--- src/rtl/module_display_scan.sv ---
// module_display_scan: self-timed N-digit seven-segment scanner.
// A prescaler divides each digit slot into REFRESH_DIV cycles. The first
// GUARD_CYCLES of every slot keep all anodes off to prevent ghosting.
// Digit values sit in shadow registers and are latched once per slot, so a
// slot never shows a half-updated value.
// Optional feature macro: LEADING_ZERO_BLANK_EN. When it is defined, leading
// zero digits (value 0 with dp 0) keep their anodes dark; digit 0 is always lit.
module module_display_scan #(
  parameter int N_DIGITS         = 4,
  parameter int REFRESH_DIV      = 27000,
  parameter int GUARD_CYCLES     = 2,
  parameter int ANODE_ACTIVE_LOW = 0
) (
  input  logic                  clk,
  input  logic                  rst_n,
  input  logic [4*N_DIGITS-1:0] digits_i,
  input  logic [N_DIGITS-1:0]   dp_i,
  input  logic                  load_i,
  input  logic                  blank_i,
  output logic [N_DIGITS-1:0]   anodo_o,
  output logic [6:0]            seg_o,
  output logic                  dp_o,
  output logic [3:0]            digit_o
);

  localparam int PW = (REFRESH_DIV > 1) ? $clog2(REFRESH_DIV) : 1;
  localparam int IW = $clog2(N_DIGITS);
  localparam logic [N_DIGITS-1:0] AN_OFF =
    (ANODE_ACTIVE_LOW != 0) ? {N_DIGITS{1'b1}} : {N_DIGITS{1'b0}};

  typedef enum logic {S_GUARD, S_DRIVE} state_t;

  state_t                      state_q, state_d;
  logic [PW-1:0]               presc_q, presc_d;
  logic [IW-1:0]               idx_q, idx_d;
  logic                        wrap;
  logic [N_DIGITS-1:0][3:0]    shadow_dig;
  logic [N_DIGITS-1:0]         shadow_dp;
  logic [3:0]                  cur_dig_d;
  logic                        cur_dp_d;
  logic                        lzb_d;
  logic [N_DIGITS-1:0]         anode_d;

  // hex nibble to {g,f,e,d,c,b,a}
  function automatic logic [6:0] seg_dec(input logic [3:0] v);
    case (v)
      4'h0: seg_dec = 7'h3F;  4'h1: seg_dec = 7'h06;
      4'h2: seg_dec = 7'h5B;  4'h3: seg_dec = 7'h4F;
      4'h4: seg_dec = 7'h66;  4'h5: seg_dec = 7'h6D;
      4'h6: seg_dec = 7'h7D;  4'h7: seg_dec = 7'h07;
      4'h8: seg_dec = 7'h7F;  4'h9: seg_dec = 7'h6F;
      4'hA: seg_dec = 7'h77;  4'hB: seg_dec = 7'h7C;
      4'hC: seg_dec = 7'h39;  4'hD: seg_dec = 7'h5E;
      4'hE: seg_dec = 7'h79;  default: seg_dec = 7'h71;
    endcase
  endfunction

  // prescaler/index advance; slot boundary is the prescaler wrap
  always_comb begin
    wrap    = (presc_q == PW'(REFRESH_DIV - 1));
    presc_d = wrap ? '0 : presc_q + 1'b1;
    idx_d   = idx_q;
    if (wrap) idx_d = (idx_q == IW'(N_DIGITS - 1)) ? '0 : idx_q + 1'b1;
    // the new slot reads the shadow as it was before this edge's load
    cur_dig_d = wrap ? shadow_dig[idx_d] : digit_o;
    cur_dp_d  = wrap ? shadow_dp[idx_d]  : dp_o;
  end

  // guard/drive FSM, decided on the prescaler value the next cycle will hold
  always_comb begin
    state_d = state_q;
    case (state_q)
      S_GUARD: if (int'(presc_d) >= GUARD_CYCLES) state_d = S_DRIVE;
      default: if (int'(presc_d) <  GUARD_CYCLES) state_d = S_GUARD;
    endcase
  end

`ifdef LEADING_ZERO_BLANK_EN
  logic lzb_q;
  logic nz;

  // a slot is dark if it and every higher digit are zero with no dp
  always_comb begin
    nz = 1'b0;
    for (int k = 0; k < N_DIGITS; k++)
      if (k >= int'(idx_d) && (shadow_dig[k] != 4'd0 || shadow_dp[k])) nz = 1'b1;
    lzb_d = wrap ? ((idx_d != '0) && !nz) : lzb_q;
  end

  // leading-zero decision held for the whole slot
  always_ff @(posedge clk or negedge rst_n)
    if (!rst_n) lzb_q <= 1'b0;
    else        lzb_q <= lzb_d;
`else
  assign lzb_d = 1'b0;
`endif

  // anode drive for the coming cycle; blank only gates the anodes
  always_comb begin
    anode_d = AN_OFF;
    if (state_d == S_DRIVE && !blank_i && !lzb_d)
      anode_d = (N_DIGITS'(1) << idx_d) ^ AN_OFF;
  end

  // FSM state register
  always_ff @(posedge clk or negedge rst_n)
    if (!rst_n) state_q <= S_GUARD;
    else        state_q <= state_d;

  // scan counters, shadow registers and registered display outputs
  always_ff @(posedge clk or negedge rst_n) begin
    if (!rst_n) begin
      presc_q    <= '0;
      idx_q      <= '0;
      shadow_dig <= '0;
      shadow_dp  <= '0;
      anodo_o    <= AN_OFF;
      seg_o      <= '0;
      dp_o       <= 1'b0;
      digit_o    <= '0;
    end else begin
      presc_q <= presc_d;
      idx_q   <= idx_d;
      if (load_i) begin
        shadow_dig <= digits_i;
        shadow_dp  <= dp_i;
      end
      anodo_o <= anode_d;
      seg_o   <= seg_dec(cur_dig_d);
      dp_o    <= cur_dp_d;
      digit_o <= cur_dig_d;
    end
  end

endmodule

--- config.mk ---
export PLATFORM = sky130hd
export DESIGN_NAME = module_display_scan
export DESIGN_NICKNAME = d
export VERILOG_FILES = /design/src/rtl/module_display_scan.sv
export SDC_FILE = /design/constraint.sdc
export NUM_CORES = 1
export LEC_CHECK = 0
export ABC_AREA = 1
export CORE_MARGIN = 3
export CORE_UTILIZATION = 45
export CTS_CLUSTER_SIZE = 8
export DETAILED_ROUTE_END_ITERATION = 12
export HOLD_SLACK_MARGIN = 0.15
export PLACE_DENSITY_LB_ADDON = 0.15
export SLEW_MARGIN = 10
export SYNTH_ARGS = -nofsm -noshare
export SYNTH_HDL_FRONTEND = slang
export SYNTH_SLANG_ARGS = --single-unit
--- constraint.sdc ---
create_clock -name clk -period 6.1 [get_ports clk]
set_input_delay 1.22 -clock clk [delete_from_list [all_inputs] [get_ports clk]]
set_output_delay 1.22 -clock clk [all_outputs]
set_load 0.05 [all_outputs]
; After elaboration in Yosys (flattened, before gate mapping)
; Memory sizes are Yosys's and may differ from the RTL's. A register that Yosys moved wholly into a read port is not among the register bits.
; Cells that the tools add are included.
[totals]
reg_bits = 47
rom_bits = 112
in_bits = 24
out_inout_bits = 16
word_cells = 35
n_memories = 1
[op_classes]
add_sub_neg = 2
order_cmp = 3
n_eq_ne = 2
shift = 1
n_mux = 12
n_reduce_logical = 3
[mem_list]
columns = name, words, width, read_ports, rd_ports_with_merged_regs, write_ports, line
row1 = (no name shown), 16, 7, 1, 1, 0, 46  ; case (v)
[op_table]
columns = op, n
row1 = adder 15 x 1 -> 15 bit (second input constant), 1
row2 = == test 15 bit (second input constant), 1
row3 = >= comparator 15 x 2 -> 1 bit (second input constant), 1
row4 = less-than comparator 15 x 2 -> 1 bit (second input constant), 1
row5 = 2-to-1 mux 15 bit, 1
row6 = 2-to-1 mux 4 bit, 3
row7 = binary-select mux 4 bit (select 2 bit), 1
row8 = 2-to-1 mux 1 bit, 4
row9 = 2-to-1 mux 2 bit, 2
row10 = << shifter 1 x 2 -> 4 bit (first input constant), 1
row11 = less-than comparator 2 x 3 -> 1 bit (second input constant), 1
row12 = adder 2 x 1 -> 2 bit (second input constant), 1
row13 = binary-select mux 1 bit (select 2 bit), 1
row14 = == test 2 bit (second input constant), 1
row15 = logical NOT 1 bit, 2
row16 = logical AND 1 bit, 1

; Logic depth before layout (Yosys ltp)
; Gate-level depths: netlist of run 1.
[depth]
word_depth = 7
ltp_mapped = 18
ltp_nobuf = 18

; Worst setup path after synthesis of run 1
; Ideal clock, no wire load.
[synth_timing]
kind = reg-to-reg
from = register presc_q[0]
to = register seg_o[3]
setup_ns = 0.118
arrival_time_ns = 2.126
required_time_ns = 5.982
path_slack_ns = 3.856
path_stages_with_launch = 17
path_buffers = 0
period_less_slack_ns = 2.244
path_cell_list = dfrtp_1 ha_1 nand3_1 nor2_4 nand2_4 clkinv_2 nand2_2 nand2_4 nand2_1 nand2_1 nand2_1 nand2_1 inv_1 ha_1 nand3b_1 nand3_1 nand2_1
[synth_via]
elab_chain_cells = 5
[synth_lines]
columns = item, line
row1 = start: declaration, 34  ; logic [PW-1:0] presc_q, presc_d;
row2 = start signal: assignment, 122  ; presc_q <= presc_d;
row3 = == test 15 bit, 60  ; wrap = (presc_q == PW'(REFRESH_DIV - 1));
row4 = 2-to-1 mux 2 bit, 63  ; if (wrap) idx_d = (idx_q == IW'(N_DIGITS - 1)) ? '0 : idx_q + 1'b1;
row5 = net idx_d[1], 35  ; logic [IW-1:0] idx_q, idx_d;
row6 = binary-select mux 4 bit (select 2 bit), 65  ; cur_dig_d = wrap ? shadow_dig[idx_d] : digit_o;
row7 = 2-to-1 mux 4 bit (implied by the code), 65
row8 = 2-to-1 mux 4 bit, 65
row9 = net cur_dig_d[1], 39  ; logic [3:0] cur_dig_d;
row10 = end: declaration, 21  ; output logic [6:0] seg_o,
; The timed path passes the listed nets, and every way through them passes these cells. The select of a mux whose other input is x is not followed.
; A chain may end at the register's enable or synchronous reset.

; Worst setup path in the final report of run 1
; Same ends and word-level chain as after synthesis.

==> results of run 1 <==
[worst max path at each step]
stage / to / slack [ns] / depth (start not counted)
6_report: seg_o[3] / 3.33 / 16
3_3_place_gp: shadow_dig[10] / 3.26 / 2
4_1_cts: seg_o[3] / 3.32 / 16
3_5_place_dp: shadow_dig[14] / 3.22 / 2
2_1_floorplan: seg_o[3] / 3.86 / 16
5_1_grt: seg_o[3] / 3.10 / 16
[final cells by class]
type / instances / area (um^2) / area share [%]
timing repair buffer: 40 / 393 / 11.2
clock buffer: 6 / 72.6 / 2.07
tap: 75 / 93.8 / 2.67
clock inverter: 2 / 37.5 / 1.07
inverter: 54 / 204 / 5.81
sequential: 54 / 1350 / 38.5
multi-input combinational: 251 / 1360 / 38.7
[registers in the layout, indices dropped and copies added (netlist names)]
name        flops
digit_o         4
seg_o           7
idx_q           2
presc_q        15
shadow_dig     16
anodo_o         4
dp_o            1
shadow_dp       4
state_q         1
[logic make-up (layout without fill, tap and decap cells)]
logic type                 Yosys count  count (layout)  synth area share [%]
xor gates and xnor gates             2               2                 0.594
and+or+nand+nor                    207             207                  33.4
muxes                                9               9                  3.44
AOI/OAI and AO/OA                   23              23                  4.46
DFF                                 54              54                  45.8
buffers and inverters               60             102                  8.02
adders and majority gates           10              10                  4.24
[stage by stage]
step	power, mW	utilization, %	hold WS, ns	cell area [um^2]	setup slack (ns)
global route	0.700	57.3	0.525	3510	3.10
global placement	0.434	55.5	0.477	3400	3.26
CTS	0.676	57.3	0.509	3510	3.32
finish	0.667	57.3	0.514	3510	3.33
floorplan	0.405	-	0.460	2950	3.86
detailed placement	0.435	55.5	0.495	3400	3.22
[routing by layer]
metal  wire [um]  share of wire [%]  vias up  track usage (%)
met3         257                4.3        2             3.12
met2        2640                 44       48             26.5
met1        3030                 51     1076             25.2
met4          29               0.49        0             3.82
met5           0                  0        -                0
li1            -                  -     1228                -
[cell usage after synthesis]
cell type  number
inv_2           2
nand3b_1        3
buf_1           1
nor2_2          4
clkbuf_1        2
o21bai_1        2
nand2_4         7
buf_2           2
nand3_2         1
o2111ai_1       1
clkinv_2        1
a41oi_1         1
dfrtp_1        54
ha_1           10
or2_2           4
o21ai_1         3
nor2_4          2
nand4_1         5
nand3_1        34
inv_1          51
nand3_4         1
nand2_2        10
buf_6           1
a21oi_1         1
nand2_1       102
o21ai_0        14
xor2_1          2
mux2_2          9
nor2_1         27
nor3_1          7
o21ai_2         1
[power by group]
part	switching (mW)	total, mW	internal, mW
clock network	0.118	0.240	0.123
logic	0.0253	0.0509	0.0256
registers	0.00536	0.376	0.370
==> impl_metrics.csv, run 1 <==
group,metric,value,unit
outcome,status,"complete, no violations",
cts,cts_buffer_depth,2,
worst_setup_path,cp.arrival,2.98,ns
sta,setup_viol,0,
cts,cts_tree,"built",
drt,post-route-drc-count,0,
synthesis,synth_area_per_cell,8.08,um^2
cts,cts_hold_buffers,0,
drt,wl,5960,um
pwr,p_leak,1.74,nW
sta,max_slew_margin,38.8,%
cts,cts_resized,0,
synthesis,ys_types,31,
global_routing,grt_max_degree,55,
place,place_hpwl,4620,um
synthesis,synthesis.area,2950,um^2
worst_setup_path,ff2ff_setup_slack,3.33,ns
cts,worstSkewPairLatency,0.30,ns
cells_and_area,fillers,565,
worst_setup_path,r2r-start,"presc_q[0]",
synthesis,synth_area_leaders,"dfrtp_1 46%, nand2_1 13%, inv_1 6.5%",
drt,via_per_inst,4.88,
cells_and_area,num_antenna_cells,0,
die,die_area,7560,um^2
die,die_x,86.9,um
worst_setup_path,start_kind,"register",
place,dp_cells,474,
die,core-area,6130,um^2
global_routing,grt_pass1_vias,2257,
global_routing,antenna_found_initial,0,
cts,cts_buffers,5,
worst_setup_path,path_common_cell,"nand2_1",
sta,slew_viol_final,0,
worst_setup_path,cpLargestDelayFamily,"simple AND/OR/NAND/NOR gates",
global_routing,overflow,0,
cells_and_area,final_common_cell,"nand2_1",
synthesis,synth.ff_latch_count,54,
min_path,hp-class,"reg -> reg",
synthesis,synth_seq_area_share,45.8,%
cts,post_cts_buffers,0,
cells_and_area,fin_cells,482,
synthesis,synth_nets,399,
pwr,powerDensity,190,nW/um^2
drt,via_count,2354,
worst_setup_path,path_max_fanout,17,
worst_setup_path,max_stage_delay,0.42,ns
synthesis,syn_inst,365,
worst_setup_path,cp_slowest_cell,"dfrtp_1",
sta,fin_crit,2.77,ns
sta,hold_viol_final,0,
die,io_pins,40,
sta,setup_tns,0,ns
cells_and_area,layout_common_cells,"102 x nand2_1, 54 x dfrtp_1, 51 x inv_1",
synthesis,yosysWarnings,0,
sta,period_share,45.4,%
cells_and_area,nets,440,
sta,finClkSkew,0.00592,ns
worst_setup_path,startpoint,"presc_q[0]",
min_path,hp-start,"presc_q[0]",
worst_setup_path,reg2regPathDepth,16,
sta,worst_slew_pin_slew,0.916,ns
sta,rsz0062_at_grt,"no",
cts,htreeDepth,2,
global_routing,grt_usage,17.2,%
worst_setup_path,required,6.31,ns
worst_setup_path,cp_num_buf_inv,2,
pwr,ir_drop,0.128,mV
cts,root_buffer,"clkbuf_8",
global_routing,grt_pass1_wl,10300,um
sta,fmax,361,MHz
die,initial_core_util,48.1,%
flow_run,maxCapViolations,0,
cells_and_area,area_delta_synth_final,19.1,%
worst_setup_path,crit_chain,"ha_1 -> nand3_1 -> nor2_4 -> nand2_4 -> clkinv_2 -> nand2_2 -> nand2_4 -> nand2_1 -> nand2_1 -> nand2_1 -> nand2_1 -> inv_1 -> ha_1 -> nand3b_1 -> nand3_1 -> nand2_1",
place,gp_congestion,0.850,
drt,drtIter0Drc,148,
synthesis,synth.top_cell.area_share,45.8,%
drt,firstDrtPassIters,4,
worst_setup_path,endpoint_kind,"register",
place,numPortBuffers,39,
cts,clkSinkCount,54,
min_path,min_to,"presc_q[0]",
min_path,whs_path_depth,1,
drt,postRouteAntennaNets,0,
cells_and_area,drive_gt1_share,12.5,%
worst_setup_path,rr_endpoint,"seg_o[3]",
drt,wl_per_cell,12.4,um
synthesis,yosys.area.top_type,"dfrtp_1",
worst_setup_path,crit_type,"reg -> reg",
cts,clk_pin_slew,0.10,ns
die,die-height,86.9,um
die,row_count,28,
Power figures use the tool's default switching activity.
==> run 2, diff against run 1 <==
clock period = 2.5 ns   (was 6.1 ns; I/O delays follow)
==> impl_metrics.csv, run 2 (synthesized netlist as in run 1, its figures left out) <==
group,metric,value,unit
worst_setup_path,crit_type,"reg -> reg",
cells_and_area,final_common_cell,"nand2_1",
die,core-area,6130,um^2
pwr,p_leak,1.76,nW
place,gp_congestion,0.890,
sta,worst_slew_pin_slew,0.678,ns
sta,finClkSkew,0.00661,ns
global_routing,grt_max_degree,55,
cells_and_area,layout_common_cells,"100 x nand2_1, 54 x dfrtp_1, 51 x inv_1",
sta,hold_viol_final,0,
die,initial_core_util,48.1,%
pwr,powerDensity,437,nW/um^2
min_path,hp-class,"in -> async",
cts,root_buffer,"clkbuf_8",
pwr,p_int,1.22,mW
sta,fin_crit,2.30,ns
cts,clkSinkCount,54,
pwr,pwr-share-comb,7.9,%
cts,clk_pin_slew,0.10,ns
cts,cts_buffer_depth,2,
worst_setup_path,start_kind,"register",
cells_and_area,largest_reg_flops,16,
drt,drtIter0Drc,86,
cells_and_area,largestRegisters,"shadow_dig x16, presc_q x15, seg_o x7",
place,place_hpwl,4700,um
cells_and_area,area_delta_synth_final,22.4,%
drt,wl,6150,um
pwr,sw_frac_of_total,22.5,%
cts,worstSkewPairLatency,0.31,ns
die,die_area,7560,um^2
drt,firstDrtPassIters,4,
worst_setup_path,path_max_fanout,8,
cts,cts_buffers,5,
cells_and_area,num_antenna_cells,0,
pwr,power,1.58,mW
cells_and_area,nets,448,
drt,post-route-drc-count,0,
drt,via_per_inst,4.91,
global_routing,grt_pass1_vias,2291,
global_routing,overflow,0,
sta,slew_viol_final,0,
drt,wl_per_cell,12.6,um
worst_setup_path,cp.arrival,2.51,ns
sta,setup_viol,0,
cells_and_area,top_register,"shadow_dig",
sta,setup_tns,0,ns
die,die_x,86.9,um
outcome,status,"complete, no violations",
pwr,ir_drop,0.306,mV
pwr,p_clk_share,34.0,%
cts,cts_tree,"built",
global_routing,grt_pass1_wl,10600,um
die,die-height,86.9,um
global_routing,antenna_found_initial,0,
drt,postRouteAntennaNets,0,
die,row_count,28,
worst_setup_path,required,2.70,ns
cts,htreeDepth,2,
cells_and_area,drive_gt1_share,15.4,%
flow_run,maxCapViolations,0,
place,numPortBuffers,39,
sta,max_slew_margin,54.8,%
sta,fmax,434,MHz
global_routing,grt_usage,17.9,%
cells_and_area,utilization,58.9,%
pwr,p_switching,355,uW
cts,cts_hold_buffers,0,
worst_setup_path,endpoint_kind,"register",
pwr,seqPwrFrac,58.1,%
sta,period_share,92.2,%
sta,whs,0.292,ns
die,io_pins,40,
drt,via_count,2408,
sta,rsz0062_at_grt,"yes",
-- run 2: cell types whose count changed in the layout (fill, tap and decap cells not counted), sizes merged --
cell / before / now
clkinv: 1 / 2
clkbuf: 6 / 7
clkinvlp: 1 / 0
buf: 2 / 10
bufinv: 1 / 0
-- run 2: final timing paths --
check | start | to | slack [ns] | depth (start not counted)
worst max-delay path | presc_q[0] | seg_o[3] | 0.20 | 16
worst min-delay path | rst_n | presc_q[8] | 0.29 | 2
worst max register to register | presc_q[0] | seg_o[3] | 0.20 | 16
worst min register to register | shadow_dig[6] | shadow_dig[6] | 0.53 | 1
max in group asynchronous | rst_n | digit_o[1] | 1.73 | 2
min in group clk | shadow_dig[6] | shadow_dig[6] | 0.53 | 1
-- run 2: cell type report --
type,instances,area [um^2]
Clock buffer,7,96.3
Clock inverter,1,8.76
Fill cell,575,2520
Inverter,54,204
Multi-Input combinational cell,251,1400
Sequential cell,54,1350
Tap cell,75,93.8
Timing Repair Buffer,48,453
-- run 2: timing repair --
item,4_1_cts,5_1_grt
resized for setup,0,8
endpoints found under the setup margin,0,7
buffers inserted,0,4
-- run 2: worst max-delay path: stages, from the launching register on --
cell and delay, ns:
dfrtp_1 0.40, ha_2 0.19, nand3_1 0.11, nor2_4 0.22, nand2_8 0.12, clkinv_2 0.09
nand2_2 0.06, nand2_4 0.10, nand2_1 0.06, nand2_1 0.06, nand2_1 0.05, nand2_1 0.07
inv_1 0.08, ha_1 0.29, nand3b_1 0.16, nand3_1 0.08, nand2_1 0.05
-- run 2: through the flow --
step           worst slack (ns)  cell area (um^2)  instances
6_report                  0.196              3610        490
5_1_grt                 -0.0486              3610        490
4_1_cts                  0.0757              3540        486
3_5_place_dp             0.0907              3430        478
3_3_place_gp              0.174              3430        478
2_1_floorplan             0.256              2950        365
-- run 2: power groups by stage --
stage / registers, mW / logic (mW) / clock network (mW)
2_1_floorplan: 0.933 / 0.0558 / 0
3_3_place_gp: 0.934 / 0.126 / 0
3_5_place_dp: 0.934 / 0.128 / 0
4_1_cts: 0.917 / 0.128 / 0.557
5_1_grt: 0.920 / 0.142 / 0.606
6_report: 0.916 / 0.125 / 0.535
-- run 2: routing by layer --
layer	GRT usage [%]	up-vias	wire, um
li1	-	1240	-
met1	24.8	1102	2930
met2	28.2	60	2800
met3	4.16	6	353
met4	4.96	0	65
met5	0	-	0
